## src/rtl/uart_pkg.sv

```systemverilog
// Shared UART package: arbiter state encoding and the default frame width.
package uart_pkg;

    localparam int DEFAULT_DATA_SIZE = 7;

    typedef enum logic [1:0] {
        IDLE      = 2'b00,
        ISSUE     = 2'b01,
        WAIT_BUSY = 2'b10,
        WAIT_DONE = 2'b11
    } arb_state_t;

endpackage

```

## src/rtl/rr_pick.sv

```systemverilog
// Combinational round-robin selector: first valid index after `last`, wrapping.
module rr_pick #(
    parameter  int NUM_REQ = 4,
    localparam int IDX_W   = $clog2(NUM_REQ)
) (
    input  logic [NUM_REQ-1:0] valid,
    input  logic [IDX_W-1:0]   last,
    output logic               any,
    output logic [IDX_W-1:0]   idx
);

    logic [IDX_W-1:0] cand;

    // Walk the offsets from farthest to nearest so the nearest valid one wins.
    always_comb begin
        any  = 1'b0;
        idx  = '0;
        cand = '0;
        for (int k = NUM_REQ; k >= 1; k--) begin
            cand = IDX_W'((int'(last) + k) % NUM_REQ);
            if (valid[cand]) begin
                any = 1'b1;
                idx = cand;
            end
        end
    end

endmodule

```

## src/rtl/uart_tx_arbiter.sv

```systemverilog
// Round-robin arbiter sharing one UART transmitter between NUM_REQ producers.
// Optional start-acknowledge timeout enabled by defining UART_TX_ARB_TIMEOUT_EN.
module uart_tx_arbiter
    import uart_pkg::*;
#(
    parameter  int NUM_REQ        = 4,
    parameter  int DATA_SIZE      = DEFAULT_DATA_SIZE,
    parameter  int TIMEOUT_CYCLES = 64,
    localparam int IDX_W          = $clog2(NUM_REQ)
) (
    input  logic                         clk,
    input  logic                         reset,
    input  logic [NUM_REQ-1:0]           req_valid,
    input  logic [NUM_REQ*DATA_SIZE-1:0] req_data,
    output logic [NUM_REQ-1:0]           req_ready,
    output logic [DATA_SIZE-1:0]         tx_data,
    output logic                         tx_start,
    input  logic                         tx_busy,
    output logic [IDX_W-1:0]             grant_id,
    output logic                         arb_busy,
    output logic                         timeout_err
);

    if (NUM_REQ < 2 || NUM_REQ > 8 || TIMEOUT_CYCLES < 1) begin : g_param_check
        $error("uart_tx_arbiter: unsupported parameter value");
    end

    arb_state_t           state, state_nx;
    logic [IDX_W-1:0]     last, last_nx;
    logic [IDX_W-1:0]     grant_nx;
    logic [IDX_W-1:0]     pick_idx;
    logic                 pick_any;
    logic [DATA_SIZE-1:0] tx_data_nx;
    logic [NUM_REQ-1:0]   req_ready_nx;
    logic                 timeout_nx;

`ifdef UART_TX_ARB_TIMEOUT_EN
    localparam int CNT_W = $clog2(TIMEOUT_CYCLES + 1);
    logic [CNT_W-1:0] tmo_cnt, tmo_cnt_nx;
`endif

    rr_pick #(.NUM_REQ(NUM_REQ)) u_pick (
        .valid (req_valid),
        .last  (last),
        .any   (pick_any),
        .idx   (pick_idx)
    );

    // Next-state logic; every output is registered from these next values.
    always_comb begin
        state_nx     = state;
        last_nx      = last;
        grant_nx     = grant_id;
        tx_data_nx   = tx_data;
        req_ready_nx = '0;
        timeout_nx   = 1'b0;
`ifdef UART_TX_ARB_TIMEOUT_EN
        tmo_cnt_nx   = tmo_cnt;
`endif
        unique case (state)
            IDLE: begin
                if (pick_any) begin
                    state_nx = ISSUE;
                    grant_nx = pick_idx;
                    last_nx  = pick_idx;
                    for (int i = 0; i < NUM_REQ; i++) begin
                        if (pick_idx == IDX_W'(i)) begin
                            tx_data_nx      = req_data[i*DATA_SIZE +: DATA_SIZE];
                            req_ready_nx[i] = 1'b1;
                        end
                    end
                end
            end
            ISSUE: begin
                state_nx = WAIT_BUSY;
`ifdef UART_TX_ARB_TIMEOUT_EN
                tmo_cnt_nx = '0;
`endif
            end
            WAIT_BUSY: begin
                if (tx_busy) begin
                    state_nx = WAIT_DONE;
                end
`ifdef UART_TX_ARB_TIMEOUT_EN
                // The word is abandoned; `last` stays advanced past it.
                else if (tmo_cnt == CNT_W'(TIMEOUT_CYCLES - 1)) begin
                    state_nx   = IDLE;
                    timeout_nx = 1'b1;
                end else begin
                    tmo_cnt_nx = tmo_cnt + 1'b1;
                end
`endif
            end
            WAIT_DONE: begin
                if (!tx_busy) begin
                    state_nx = IDLE;
                end
            end
            default: state_nx = IDLE;
        endcase
    end

    // State and registered outputs.
    always_ff @(posedge clk or posedge reset) begin
        if (reset) begin
            state       <= IDLE;
            last        <= IDX_W'(NUM_REQ - 1);
            grant_id    <= '0;
            tx_data     <= '0;
            tx_start    <= 1'b0;
            req_ready   <= '0;
            arb_busy    <= 1'b0;
            timeout_err <= 1'b0;
        end else begin
            state       <= state_nx;
            last        <= last_nx;
            grant_id    <= grant_nx;
            tx_data     <= tx_data_nx;
            tx_start    <= (state_nx == ISSUE);
            req_ready   <= req_ready_nx;
            arb_busy    <= (state_nx != IDLE);
            timeout_err <= timeout_nx;
        end
    end

`ifdef UART_TX_ARB_TIMEOUT_EN
    always_ff @(posedge clk or posedge reset) begin
        if (reset) begin
            tmo_cnt <= '0;
        end else begin
            tmo_cnt <= tmo_cnt_nx;
        end
    end
`endif

endmodule

```

## config.mk

```make
export PLATFORM = sky130hd
export DESIGN_NAME = uart_tx_arbiter
export DESIGN_NICKNAME = d
export VERILOG_FILES = /design/src/rtl/uart_pkg.sv /design/src/rtl/rr_pick.sv /design/src/rtl/uart_tx_arbiter.sv
export SDC_FILE = /design/constraint.sdc
export NUM_CORES = 1
export LEC_CHECK = 0
export CORE_MARGIN = 1.5
export CORE_UTILIZATION = 39
export DETAILED_ROUTE_END_ITERATION = 6
export PLACE_DENSITY = 0.83
export SYNTH_ARGS = -nofsm -noshare
export SYNTH_HDL_FRONTEND = slang
export SYNTH_HIERARCHICAL = 1
export SYNTH_SLANG_ARGS = --single-unit
```

## constraint.sdc

```tcl
create_clock -name clk -period 2.3 [get_ports clk]
set_input_delay 0.69 -clock clk [delete_from_list [all_inputs] [get_ports clk]]
set_output_delay 0.69 -clock clk [all_outputs]
set_load 0.01 [all_outputs]
```

==> results of run 1 <==
synth_stat cells, types with 2 or more instances:
cell type  instances  share of area
mux4_2             3          0.067
mux4_1             4           0.10
nor2_1             3          0.011
mux2_4             3          0.045
a21oi_1            4          0.020
dfstp_2            2          0.052
nand2b_1           3          0.019
dfrtp_1           17           0.42
and3b_2            2          0.020
mux2_2             8          0.090
inv_1              2         0.0075
buf_6              2          0.022
repair_timing:
action                                  CTS  global route
endpoints found under the setup margin    3             3
resized for setup                         6             1
hold endpoints to repair                  0             0
pin swaps                                 2             0
placed cells by master (no fill, tap or decap), types with 2 or more instances in the layout:
cell type        synthesis  final
and3b_2                  2      2
dlygate4sd2_1            0      3
buf_4                    1     10
dfrtp_1                 17     17
dfstp_2                  2      2
nand2b_1                 3      3
nor2_1                   3      3
a21oi_1                  4      4
mux2_2                   8      8
clkbuf_4                 0      3
inv_1                    2      2
clkdlybuf4s50_1          0     46
mux4_2                   3      6
mux2_4                   3      3
final timing paths:
check / from / to / slack, ns / cells past startpoint
setup / recovery: req_valid[2] / tx_data[5] / 0.007 / 6
hold / removal: tx_data[0] / tx_data[0] / 0.52 / 1
setup reg to reg: last[1] / tx_data[1] / 0.29 / 5
hold reg to reg: tx_data[0] / tx_data[0] / 0.52 / 1
max in group asynchronous: reset / req_ready[1] / 1.06 / 2
min in group asynchronous: reset / tx_data[0] / 0.80 / 2
final cells by class:
cell class                 instances  area (µm²)  area share
clock buffer                       3       22.52     0.01418
clock inverter                     1       5.005    0.003152
inverter                           2       7.507    0.004728
multi-input combinational         43       475.5      0.2994
sequential                        19       478.0      0.3010
tap                               30       37.54     0.02364
timing repair buffer              59       561.8      0.3538
through the flow:
stage / std cells / setup WS (ns)
after floorplan: 68 / 0.08912
after global placement: 153 / -0.3127
after detailed placement: 153 / -0.3680
after CTS: 157 / 0.0005898
after global routing: 157 / -0.01682
final: 157 / 0.006683
cell families after synthesis:
kind of cell           synth area share
AO/OA/AOI/OAI                   0.05729
buffers and inverters           0.04110
flip-flops                       0.4757
multiplexers                     0.3163
other                          0.003732
AND/OR/NAND/NOR                  0.1059
per-layer routing:
| metal | track usage | wire length, µm | share of wire | vias to the layer above |
|---|---|---|---|---|
| met5 | 0 | 0 | 0 | - |
| met1 | 0.1789 | 777 | 0.37 | 373 |
| met2 | 0.2947 | 1109 | 0.53 | 37 |
| li1 | - | - | - | 369 |
| met4 | 0.06838 | 36 | 0.017 | 0 |
| met3 | 0.04722 | 165 | 0.079 | 4 |
power breakdown:
| group | switching (W) | internal (W) |
|---|---|---|
| sequential | 0.000107 | 0.000487 |
| combinational | 0.000295 | 0.000566 |
| clock | 0.0000976 | 0.0000646 |
| total | 0.000500 | 0.00112 |
flip-flops by register name, summed over array words and instances, names as in the netlist:
name,count
tx_data,7
req_ready,4
grant_id,2
last,2
state,2
arb_busy,1
tx_start,1
==> reports/metrics.csv, run 1 <==
stage,metric,value,unit
setup_path,cp-end-kind,flop,
route,drtIter0Drc,6,
die,die_w,53.76,µm
timing,finalHoldViolations,0,
setup_path,worst-path-buf-inv,1,
clocking,numClockSinks,19,
timing,hold_slack,0.5202,ns
timing,rsz0062_at_grt,yes,
route,avgViaCountPerCell,4.987,
timing,period_needed,2.293,ns
global_route,grt_start_max_net_pins,20,
clocking,clk_path_buf_depth,2,
min_path,hp-class,reg -> reg,
clocking,cts_made_buffers,3,
timing,max_freq,436.1,MHz
route,first_pass_iters,3,
die,num_io_pins,51,
setup_path,critPathTopFamily,multiplexers,
clocking,h-tree-depth,1,
clocking,ctsRootBufferMaster,clkbuf_4,
timing,final-setup-viol-count,0,
power,ir_drop,0.0006429,V
timing,slew_headroom,0.5388,
placement,gp_congestion,0.6802,
global_route,grt_antenna_before_repair,0,
power,total_power,0.001617,W
clocking,post-cts-setup-buffers,0,
clocking,clk_pin_slew,0.11,ns
synthesis,synthFlopType,dfrtp_1,
die,design.die.area,2890,µm²
timing,period_share,0.9971,
cells_and_area,final_util,0.6468,
cells_and_area,area_growth,58.03,%
synthesis,ys_seq_area_frac,0.4757,
synthesis,synth_enable_flop_cells,0,
route,via_count,783,
route,drcViolationCount,0,
synthesis,synthCells,68,
setup_path,crit_slowest_cell,mux4_1,
clocking,cts_tree,yes,
timing,worst_pin_slew,0.6910,ns
cells_and_area,drive_gt1_frac,0.3150,
synthesis,syn_nets,103,
cells_and_area,postLayoutCellArea,1588,µm²
die,coreArea,2455,µm²
die,initial_core_util,0.4093,
timing,drv_slew,0,
clocking,postCtsHoldBufs,0,
global_route,grt.overflow.total,0,
synthesis,syn_area_per_cell,14.78,µm²
setup_path,arrival,2.48,ns
synthesis,syn_area,1005,µm²
global_route,grt_pass1_vias,814,
clocking,insertion_delay,0.29,ns
global_route,grt_pass1_wl,3.360,mm
synthesis,ys_ff_latch,19,
die,row_count,18,
cells_and_area,fill_cells,198,
power,power_density,1019,nW/µm²
global_route,grt.total_usage,0.1642,
setup_path,crit_path_start_kind,input pin,
setup_path,worstPathRequired,2.49,ns
route,routedWlPerCell,13.30,µm
run_status,status,completed,
synthesis,async_flop_share,1.000,
synthesis,synth.distinct_cells,27,
setup_path,crit_type,in -> reg,
setup_path,crit_chain,clkdlybuf4s50_1 -> and2b_2 -> a21oi_2 -> o221ai_2 -> mux4_1 -> mux2_2,
cells_and_area,n_antenna_cell,0,
timing,fin_worst_skew,0.008709,ns
route,wirelength,2.088,mm
timing,fin_tns_setup,0,ns
setup_path,cp_max_fo,3,
die,die_h,53.76,µm
placement,dp_hpwl,1.699,mm
flow_run,max_cap_viol_count,0,
power,power_leakage,0.6714,nW
route,ant_nets,0,
cells_and_area,finalNetCount,163,
placement,dpl_cell_area,1574,µm²
placement,portBuffers,49,
setup_path,max_stage_delay,0.58,ns
synthesis,yosysWarnings,6,
Power figures use the tool's default switching activity.
==> run 2: changes to the inputs <==
--- a/config.mk
+++ b/config.mk
@@ -6,10 +6,9 @@
 export NUM_CORES = 1
 export LEC_CHECK = 0
 export CORE_MARGIN = 1.5
-export CORE_UTILIZATION = 39
+export CORE_UTILIZATION = 38
 export DETAILED_ROUTE_END_ITERATION = 6
-export PLACE_DENSITY = 0.83
+export PLACE_DENSITY = 0.81
 export SYNTH_ARGS = -nofsm -noshare
 export SYNTH_HDL_FRONTEND = slang
-export SYNTH_HIERARCHICAL = 1
 export SYNTH_SLANG_ARGS = --single-unit
==> reports/metrics.csv, run 2 <==
stage,metric,value,unit
run_status,status,completed,
route,via_count,890,
cells_and_area,finalNetCount,180,
power,power_leakage,0.6910,nW
power,power_density,971.7,nW/µm²
setup_path,worstPathRequired,2.46,ns
setup_path,arrival,2.29,ns
global_route,grt_antenna_before_repair,0,
clocking,postCtsHoldBufs,0,
synthesis,syn_nets,124,
die,design.die.area,2846,µm²
power,total_power,0.001470,W
synthesis,synth_commonest_cells,"dfrtp_1 (17), mux2i_1 (15), nand2_1 (15)",
setup_path,cp_max_fo,10,
global_route,grt.total_usage,0.1801,
route,avgViaCountPerCell,5.115,
placement,gp_congestion,0.8120,
synthesis,syn_area,963.4,µm²
synthesis,netlist.area_leader.share,0.4416,
cells_and_area,drive_gt1_frac,0.1181,
timing,rsz0062_at_grt,no,
cells_and_area,fill_cells,205,
clocking,numClockSinks,19,
global_route,grt_pass1_vias,845,
die,row_count,18,
timing,fin_tns_setup,0,ns
synthesis,synth.distinct_cells,21,
timing,period_share,0.9251,
clocking,ctsResizeCount,0,
die,num_io_pins,51,
route,ant_nets,0,
synthesis,synthFlopType,dfrtp_1,
global_route,grt_start_max_net_pins,20,
setup_path,crit_type,in -> reg,
cells_and_area,largest_reg_flops,7,
synthesis,yosysWarnings,0,
synthesis,syn_area_per_cell,10.82,µm²
route,drcViolationCount,0,
route,routedWlPerCell,13.77,µm
route,first_pass_iters,4,
cells_and_area,top_register,tx_data,
clocking,cts_tree,yes,
cells_and_area,layout_common_cells,"clkdlybuf4s50_1 (49), dfrtp_1 (17), nand2_1 (15), mux2i_1 (15), nor2_1 (9)",
global_route,grt.overflow.total,0,
timing,period_needed,2.128,ns
die,initial_core_util,0.3961,
timing,finalHoldViolations,0,
synthesis,synthCells,89,
synthesis,ys_ff_latch,19,
setup_path,crit_path_start_kind,input pin,
route,drtIter0Drc,9,
power,ir_drop,0.0006379,V
placement,dp_hpwl,1.912,mm
clocking,insertion_delay,0.29,ns
timing,drv_slew,0,
cells_and_area,final_common_cell,clkdlybuf4s50_1,
synthesis,ys_seq_area_frac,0.4961,
timing,max_freq,470.0,MHz
cells_and_area,area_growth,57.01,%
flow_run,max_cap_viol_count,0,
timing,slew_headroom,0.5397,
timing,worst_pin_slew,0.6897,ns
timing,final-setup-viol-count,0,
timing,fin_worst_skew,0.002627,ns
clocking,post-cts-setup-buffers,0,
cells_and_area,n_antenna_cell,0,
synthesis,yosysMostFrequentCell,dfrtp_1,
min_path,hp-class,reg -> reg,
synthesis,synth_enable_flop_cells,0,
global_route,grt_pass1_wl,3.622,mm
placement,portBuffers,49,
synthesis,ys_top_cells_by_area,"dfrtp_1 (44%), mux2i_1 (16%), o221ai_1 (6.4%), nand2_1 (5.8%), dfstp_2 (5.5%)",
die,coreArea,2432,µm²
route,wirelength,2.396,mm
clocking,cts_made_buffers,3,
clocking,clk_pin_slew,0.10,ns
clocking,clk_path_buf_depth,2,
cells_and_area,largestRegisters,"tx_data (7), req_ready (4)",
synthesis,async_flop_share,1.000,
die,die_h,53.35,µm
clocking,ctsRootBufferMaster,clkbuf_4,
setup_path,cp-end-kind,flop,
synthesis,synth_top_cell_by_area,dfrtp_1,
die,die_w,53.35,µm
clocking,h-tree-depth,1,
==> run 2: cell types whose count changed after synthesis, moves of 2 or more <==
cell / delta
mux4_1: -4
o221ai_1: +7
mux2i_1: +14
mux2_4: -3
mux2_2: -8
mux4_2: -3
nor2_1: +6
nand2_1: +14
and3b_2: -2
==> run 2: cell type report <==
class / count / area (µm²) / share of cell area
timing repair buffer: 55 / 535.5 / 0.3540
tap: 30 / 37.54 / 0.02481
multi-input combinational: 63 / 424.2 / 0.2804
clock buffer: 4 / 26.28 / 0.01737
inverter: 3 / 11.26 / 0.007444
sequential: 19 / 478.0 / 0.3160
==> run 2: worst max-delay path, cell delays in order <==
cell,delay [ns]
clkdlybuf4s50_1,0.53
nor2b_4,0.17
a21oi_1,0.06
o221ai_2,0.20
buf_4,0.25
mux2i_1,0.24
o221ai_1,0.14
==> run 2: where the power goes <==
group          internal [W]  switching (W)  leakage (nW)
sequential         0.000476      0.0000797         0.233
clock             0.0000674      0.0000975        0.0150
combinational      0.000408       0.000341         0.443
total              0.000951       0.000519         0.691
==> run 2: path summary, 6_finish.rpt <==
path                                    from            to  slack [ns]  depth (start not counted)
worst max register to register       last[1]    tx_data[4]        0.52                          6
worst min-delay path             grant_id[1]   grant_id[1]        0.49                          2
max in group asynchronous              reset  req_ready[2]        1.07                          2
min in group asynchronous              reset    tx_data[5]        0.80                          2
worst min register to register   grant_id[1]   grant_id[1]        0.49                          2
worst max-delay path            req_valid[3]    tx_data[4]        0.17                          7
==> run 2: through the flow <==
step / setup slack [ns] / hold WS (ns) / utilization / cell area [µm²] / cells
5_1_grt: 0.01063 / 0.5377 / 0.6219 / 1513 / 174
3_5_place_dp: -0.1457 / 0.4634 / 0.6111 / 1486 / 170
2_1_floorplan: 0.5510 / 0.4645 / - / 963.4 / 89
6_report: 0.1723 / 0.4884 / 0.6219 / 1513 / 174
3_3_place_gp: -0.04714 / 0.4668 / 0.6111 / 1486 / 170
4_1_cts: 0.1521 / 0.4871 / 0.6219 / 1513 / 174
==> run 2: kinds of logic after synthesis <==
| family | after synthesis | share of synthesized area |
|---|---|---|
| buffers and inverters | 7 | 0.06364 |
| other | 1 | 0.003892 |
| muxes | 15 | 0.1558 |
| DFF | 19 | 0.4961 |
| AOI/OAI and AO/OA | 15 | 0.1247 |
| and+or+nand+nor | 32 | 0.1558 |
==> run 2: layer usage <==
layer | share of wire | vias up | global-route usage | wire, µm
met2 | 0.51 | 33 | 0.3148 | 1225
li1 | - | 425 | - | -
met5 | 0 | - | 0 | 0
met3 | 0.053 | 8 | 0.01695 | 128
met1 | 0.40 | 424 | 0.2032 | 963
met4 | 0.033 | 0 | 0.1239 | 78
